## config.mk

```make
export PLATFORM = sky130hd
export DESIGN_NAME = cpu_run_ctrl
export DESIGN_NICKNAME = d
export VERILOG_FILES = /design/src/rtl/cpu_run_ctrl_pkg.sv /design/src/rtl/cpu_run_ctrl_halt_detector.sv /design/src/rtl/cpu_run_ctrl.sv
export SDC_FILE = /design/constraint.sdc
export NUM_CORES = 1
export LEC_CHECK = 0
export ABC_CLOCK_PERIOD_IN_PS = 2400
export CORE_MARGIN = 2
export CORE_UTILIZATION = 45
export DETAILED_ROUTE_END_ITERATION = 10
export PLACE_DENSITY = 0.73
export SLEW_MARGIN = 10
export SYNTH_ARGS = -nofsm -noshare
export SYNTH_HDL_FRONTEND = slang
export SYNTH_SLANG_ARGS = --single-unit
```

## constraint.sdc

```tcl
create_clock -name clk -period 2.4 [get_ports clk]
set_input_delay 0.48 -clock clk [delete_from_list [all_inputs] [get_ports clk]]
set_output_delay 0.48 -clock clk [all_outputs]
set_load 0.02 [all_outputs]
```

## src/rtl/cpu_run_ctrl_pkg.sv

```systemverilog
// Shared definitions for the CPU run controller: FSM state codes and a width helper.
package cpu_run_ctrl_pkg;

   typedef enum logic [1:0] {
      RC_RST  = 2'd0,
      RC_RUN  = 2'd1,
      RC_DONE = 2'd2
   } rc_state_t;

   // Bits needed to hold the value n (at least one bit).
   function automatic int unsigned cnt_w(input int unsigned n);
      return (n < 2) ? 1 : $clog2(n + 1);
   endfunction

endpackage

```

## src/rtl/cpu_run_ctrl_halt_detector.sv

```systemverilog
// Per-core halt detector: flags a core whose valid PC samples repeat HALT_REPEAT times in a row.
module halt_detector
   import cpu_run_ctrl_pkg::*;
#(
   parameter int unsigned PC_W        = 32,
   parameter int unsigned HALT_REPEAT = 8
) (
   input  logic            clk,
   input  logic            clr,
   input  logic            en,
   input  logic [PC_W-1:0] pc,
   input  logic            pc_valid,
   output logic            halted,
   output logic            halt_set
);

   localparam int unsigned RCW = cnt_w(HALT_REPEAT);
   localparam logic [RCW-1:0] REP_LAST = RCW'(HALT_REPEAT - 1);
   localparam logic [RCW-1:0] REP_MAX  = RCW'(HALT_REPEAT);

   logic [PC_W-1:0] last_pc;
   logic [RCW-1:0]  rep_cnt;
   logic            seen;
   logic            same;

   // The seen flag makes the first valid sample a "differs" regardless of last_pc.
   assign same     = seen && (pc == last_pc);
   assign halt_set = en && pc_valid && same && (rep_cnt == REP_LAST);

   always_ff @(posedge clk) begin
      if (clr) begin
         last_pc <= '0;
         rep_cnt <= '0;
         seen    <= 1'b0;
         halted  <= 1'b0;
      end else if (en && pc_valid) begin
         seen <= 1'b1;
         if (!same) begin
            last_pc <= pc;
            rep_cnt <= RCW'(1);
         end else if (rep_cnt != REP_MAX) begin
            rep_cnt <= rep_cnt + RCW'(1);
         end
         if (halt_set) halted <= 1'b1;
      end
   end

endmodule

```

## src/rtl/cpu_run_ctrl.sv

```systemverilog
// CPU run controller: reset sequencing, run-cycle budget and all-cores-halted detection.
// Optional simulation trace/auto-finish enabled by defining RUN_CTRL_TRACE_EN.
module cpu_run_ctrl
   import cpu_run_ctrl_pkg::*;
#(
   parameter int unsigned NCH          = 1,
   parameter int unsigned PC_W         = 32,
   parameter int unsigned CNT_W        = 32,
   parameter int unsigned RESET_CYCLES = 4,
   parameter int unsigned HALT_REPEAT  = 8,
   parameter int unsigned MAX_CYCLES   = 10000
) (
   input  logic                clk,
   input  logic                clr,
   input  logic [NCH*PC_W-1:0] pc,
   input  logic [NCH-1:0]      pc_valid,
   output logic                cpu_clr,
   output logic                running,
   output logic                done,
   output logic                timeout,
   output logic [NCH-1:0]      halted,
   output logic [CNT_W-1:0]    cycle_cnt
);

   localparam int unsigned RW = cnt_w(RESET_CYCLES);
   localparam logic [RW-1:0]    RST_LAST = RW'(RESET_CYCLES - 1);
   localparam logic [CNT_W-1:0] CNT_LAST = CNT_W'(MAX_CYCLES - 1);

   rc_state_t      state;
   logic [RW-1:0]  rst_cnt;
   logic [NCH-1:0] halt_set;
   logic           run_en;
   logic           all_halt;

   assign run_en   = (state == RC_RUN);
   // Halts landing on this edge count towards the all-halted exit.
   assign all_halt = &(halted | halt_set);

   for (genvar g = 0; g < NCH; g++) begin : g_ch
      halt_detector #(
         .PC_W        (PC_W),
         .HALT_REPEAT (HALT_REPEAT)
      ) u_hd (
         .clk      (clk),
         .clr      (clr),
         .en       (run_en),
         .pc       (pc[g*PC_W +: PC_W]),
         .pc_valid (pc_valid[g]),
         .halted   (halted[g]),
         .halt_set (halt_set[g])
      );
   end

   always_ff @(posedge clk) begin
      if (clr) begin
         state     <= RC_RST;
         rst_cnt   <= '0;
         cpu_clr   <= 1'b1;
         running   <= 1'b0;
         done      <= 1'b0;
         timeout   <= 1'b0;
         cycle_cnt <= '0;
      end else begin
         case (state)
            RC_RST: begin
               cpu_clr <= 1'b1;
               running <= 1'b0;
               if (rst_cnt == RST_LAST) begin
                  state   <= RC_RUN;
                  rst_cnt <= '0;
                  cpu_clr <= 1'b0;
                  running <= 1'b1;
               end else begin
                  rst_cnt <= rst_cnt + RW'(1);
               end
            end
            RC_RUN: begin
               // Saturates at the budget limit so the counter never wraps.
               if (cycle_cnt != CNT_LAST) cycle_cnt <= cycle_cnt + CNT_W'(1);
               if (all_halt) begin
                  state   <= RC_DONE;
                  done    <= 1'b1;
                  timeout <= 1'b0;
                  running <= 1'b0;
                  cpu_clr <= 1'b1;
               end else if (cycle_cnt == CNT_LAST) begin
                  state   <= RC_DONE;
                  done    <= 1'b1;
                  timeout <= 1'b1;
                  running <= 1'b0;
                  cpu_clr <= 1'b1;
               end
            end
            RC_DONE: begin
               running <= 1'b0;
               cpu_clr <= 1'b1;
            end
            default: begin
               state   <= RC_RST;
               rst_cnt <= '0;
               cpu_clr <= 1'b1;
               running <= 1'b0;
            end
         endcase
      end
   end

`ifdef RUN_CTRL_TRACE_EN
   logic [NCH-1:0] halted_d;
   logic           done_d;

   always @(posedge clk) begin
      for (int unsigned i = 0; i < NCH; i++) begin
         if (halted[i] && !halted_d[i])
            $display("core %0d halted pc=%h cyc=%0d", i, pc[i*PC_W +: PC_W], cycle_cnt);
      end
      if (done && !done_d)
         $display("run done: cyc=%0d timeout=%0b halted=%b", cycle_cnt, timeout, halted);
      if (done && done_d) $finish;
      halted_d <= clr ? '0 : halted;
      done_d   <= clr ? 1'b0 : done;
   end
`endif

endmodule
```

# == After elaboration in Yosys (flattened, before gate mapping) ==
# Cells that the tools add are included.
# word_totals
reg_bits,79
word_cells,58
in_bits,35
# classes
bitwise_logic,3
n_mux,17
addsub,3
n_reduce_logical,13
n_eq_ne,11
# ops
cell,n
$add A32 B1 Y32 const B,1
$eq A32 B14 Y1 const B,1
$eq A32 B32 Y1,1
$ne A32 B14 Y1 const B,1
$reduce_and A2 Y1,5
$mux W4,2
$mux W1,7
$mux W2,3
$pmux W2 S3,1
$pmux W3 S2,1
$add A4 B1 Y4 const B,1
$eq A4 B3 Y1 const B,1
$logic_and A1 B1 Y1,4
$ne A2 B2 Y1 const B,2
$ne A4 B4 Y1 const B,1
$pmux W1 S2,2
$add A3 B1 Y3 const B,1
$eq A3 B2 Y1 const B,1
$mux W3,1
$ne A3 B3 Y1 const B,1
$reduce_and A3 Y1,1
$eq A2 B1 Y1 const B,1
$eq A2 B2 Y1 const B,1
$logic_not A2 Y1,1
other kinds (4),5

# == Logic depth before layout (Yosys ltp) ==
# depth
depth_word,7
ltp_mapped,10
depth_no_buf,8

# == Hierarchy ==
# From an unflattened synthesis, not the netlist that was laid out.
# hier_totals
cells_unflattened,453
hier_area_um2,4066.4
# by_module_without_submodules
mod,area_per_inst_um2,cells_per_inst,n_inst
halt_detector,2065.7,220,1
cpu_run_ctrl,2000.7,233,1

# == Worst setup path after synthesis ==
# No wires, ideal clock.
# synth_timing
path_kind,register -> register
startpoint,reg cycle_cnt[0]
endpoint,reg cycle_cnt[20]
path_stages_with_launch,8
t_arrival_ns,2.285
setup_slack_ns,0.046
path_buffers,1
required_ns,2.330
period_less_slack_ns,2.354
setup_ns,0.070
path_cell_list,dfxtp_1 ha_1 nand3_1 or3_1 clkbuf_1 or3_2 or3_2 a21oi_1
# synth_between
elab_chain_cells,2
word_cells_on_any_way,3
cone_classes,1 x add/sub; 1 x eq/ne; 1 x reduce/logical
# synth_lines
item,line,source
start: declaration,cpu_run_ctrl.sv:22,output logic [CNT_W-1:0] cycle_cnt
start signal: assignment,cpu_run_ctrl.sv:79,if (cycle_cnt != CNT_LAST) cycle_cnt <= cycle_cnt + CNT_W'(1);
branches (longest 2 deep; another with $add A32 B1 Y32),--,
# Parallel ways; which one is timed is not known.
# A chain may end at the register's enable or synchronous reset.

# == Worst setup path in the final report ==
# layout_timing
startpoint,in pc[22]
endpoint,reg g_ch[0].u_hd.rep_cnt[1]
# layout_between
elab_chain_cells,4
word_cells_on_any_way,5
cone_classes,2 x eq/ne; 1 x mux; 2 x reduce/logical
# layout_lines
item,line,source
start: declaration,cpu_run_ctrl.sv:15,"input logic [NCH*PC_W-1:0] pc,"
$eq A32 B32 Y1 (*),cpu_run_ctrl_halt_detector.sv:27,assign same = seen && (pc == last_pc);
$logic_and A1 B1 Y1 (*),cpu_run_ctrl_halt_detector.sv:27,
$ne A2 B2 Y1 (no source line),--,
$reduce_and A2 Y1 (no source line),--,
end signal: assignment,cpu_run_ctrl_halt_detector.sv:42,rep_cnt <= rep_cnt + RCW'(1);
end: declaration,cpu_run_ctrl_halt_detector.sv:22,logic [RCW-1:0] rep_cnt;
# Mark *: on every way between the ends. The rest lies on a longest branch, timed or not.

==> metrics.txt <==
FF-to-FF Start=state[1]$_SDFFE_PP0P_; Total Wirelength=9550 µm; Core ar.=8180 µm²; worst hold path type=input port to flop; period utilisation layout=99.7%; average cell area after synthesis=8.35 µm²; Initial Util=46.3%; Avg WL per Cell=14.6 µm; max cap viols=0; Pleak=0.00184 µW; Syn-to-layout area delta=34.3%; Worst Hold Depth=3; vias per cell=5.42; root buffer cell=clkbuf_8; CTS buffer count=9; first-pass GRT wire length=around 15000 µm; status=completed; largest net degree at the start of global routing=38; htree depth=3; Finished Layout Cells=around 650; most common cell after layout, fill and taps aside=dfxtp_1; ys flop type=dfxtp_1; fin nets=587; worst-path fanout max=3; crit end category=flop; Worst Hold Path EP=g_ch[0].u_hd.last_pc[17]$_SDFFE_PP0P_; library cells used by synthesis=44; worst-case clock buffer depth=2; clock sink count=79; fillcell total=713; I/O Buffers=71; Hold Buf Count CTS=0; DRC=0; total gr overflow=0; Clk Latency, worst-skew pair=0.35 ns; Slew Viols, Final=0; Mapped Area=3780 µm²; layout cell share with drive strength beyond 1=about an eighth; total chip power=2930 µW; synth warn=0; Setup crit start kind=input port; Rel. slew slack=65.7%; crit path kind=input port to flop; via count=3537; Pre-Repair DR Iteration Count=4; Worst R2R Path Depth=7; cell area power density=577 nW/µm²; CP required=2.68 ns; unrepaired setup endpoints after global routing=yes; Final Core Density=62.1%; Post-synth EDFFs=0; row cnt=33; Arrival @ worst endpoint=2.68 ns; num ports=just over 70; Slew @ Worst Pin=0.514 ns; final instance area=roughly 5100 µm²; hpwl dp=6550 µm; most frequent cells in the layout=79 x dfxtp_1, 55 x clkdlybuf4s50_1, 48 x a21oi_1; Tot GR Track Use=21.5%; initial drt markers=172; total die area=about 9200 µm²; antenna diode count=0; DRT antenna net count=0; r2r setup slk=0.10 ns; vias in the first global route=3370; Die H=95.7 µm; GPL Wtd Cong=0.777; Tmin final=2.39 ns; overall die width=between 90 and 100 µm; achievable frequency=418 MHz; initial antenna violation count=0; post-synthesis register bit count=79; Async SR Flop Fraction=0%; CTS tree=done; sequential cell area fraction in the yosys report=41.8%; final hold violations=0; worst hold start=pc[17]; Post-DP Area=4740 µm²; VDD IR max=just over 0.0003 V; post-synthesis cell count=453; Fin Setup TNS=0 ns; clock skew=0.0121 ns; Final setup viols=0; FF-to-FF End=cycle_cnt[23]$_SDFFE_PP0P_; placed insts=about 630; Clock Pin Slew Worst Setup and Hold Paths=0.08 ns; Synthesized Nets=about 500
flip-flops by register name, summed over array words and instances, names as in the netlist:
name               cells
cpu_clr                1
cycle_cnt             32
done                   1
g_ch.u_hd.halted       1
g_ch.u_hd.last_pc     32
g_ch.u_hd.rep_cnt      4
g_ch.u_hd.seen         1
rst_cnt                3
running                1
state                  2
timeout                1
cells in the mapped netlist (2+ instances only):
master | instances | share of area, %
nand4_1 | 9 | 1.5
nand2_1 | 19 | 1.9
nand2b_1 | 4 | 0.66
nor4_1 | 10 | 1.7
clkbuf_1 | 19 | 1.9
ha_1 | 8 | 2.6
o21ai_1 | 2 | 0.26
clkbuf_8 | 2 | 0.73
a31oi_1 | 2 | 0.33
nor2_1 | 44 | 4.4
or4_1 | 3 | 0.60
or3_1 | 8 | 1.3
xnor2_1 | 28 | 6.5
nor4b_1 | 2 | 0.46
or2_2 | 2 | 0.33
and4_1 | 2 | 0.46
o21ai_0 | 41 | 5.4
mux2i_1 | 2 | 0.53
nand3_1 | 45 | 6.0
or3_2 | 4 | 0.79
nor3_1 | 5 | 0.66
a21o_1 | 2 | 0.40
xor2_1 | 28 | 6.5
inv_1 | 15 | 1.5
buf_1 | 3 | 0.30
a21oi_1 | 48 | 6.4
dfxtp_1 | 79 | 42
worst max path at each step:
stage,startpoint,endpoint,slack [ns],cells after the start
detailed placement,pc[0],cpu_clr$_SDFFE_PP1P_,-0.50,8
global placement,pc[0],cpu_clr$_SDFFE_PP1P_,-0.44,8
global route,pc[22],g_ch[0].u_hd.last_pc[15]$_SDFFE_PP0P_,-0.04,11
floorplan,cycle_cnt[0]$_SDFFE_PP0P_,cycle_cnt[20]$_SDFFE_PP0P_,0.05,7
CTS,pc[5],g_ch[0].u_hd.last_pc[12]$_SDFFE_PP0P_,0.002,9
finish,pc[22],g_ch[0].u_hd.rep_cnt[1]$_SDFFE_PP0P_,0.007,8
final cells by class:
type	instances	area, µm²	area share, %
timing repair buffer	106	1040	20.4
sequential	79	1580	31.1
tap	105	131	2.59
clock buffer	11	141	2.78
inverter	15	56.3	1.11
multi-input combinational	333	2060	40.6
clock inverter	4	70.1	1.38
worst max-delay path, stage by stage:
cell             delay (ns)
clkdlybuf4s50_1        0.44
xor2_1                 0.16
nor4_1                 0.29
buf_4                  0.16
nand4_1                0.14
or4_4                  0.59
a211o_1                0.31
a21oi_1                0.11
cells by family after synthesis:
kind of cell / share of synthesized area (%)
buf+inv: 4.83
simple gates: 23.4
flops: 41.8
fa+ha+maj: 2.65
xor+xnor: 13.0
mux: 0.529
compound gates: 13.9
power by group:
part | leakage [µW] | internal, µW | switching (µW)
Clock | 0.000109 | 606 | 468
Combinational | 0.00110 | 209 | 233
Sequential | 0.000637 | 1370 | 42.7
Total | 0.00184 | 2190 | 743
metrics by stage:
step / hold WS (ns) / worst slack, ns
after global placement: 0.452 / -0.443
after detailed placement: 0.458 / -0.496
final: 0.447 / 0.00652
after global routing: 0.448 / -0.0364
after floorplan: 0.440 / 0.0456
after CTS: 0.477 / 0.00194
layer usage:
layer	GRT usage, %	vias to the layer above	part of all wire [%]
met3	4.82	14	5.0
met1	27.2	1698	44
met2	35.8	73	49
met5	0	-	0
met4	7.50	0	1.6
li1	-	1752	-
repair_timing:
action,in CTS,in global routing
endpoints found under the setup margin,40,39
buffers inserted,2,2
cloned,1,0
resized for setup,18,10
pin swaps,10,6
No activity file was read; power rests on OpenSTA's default activity.
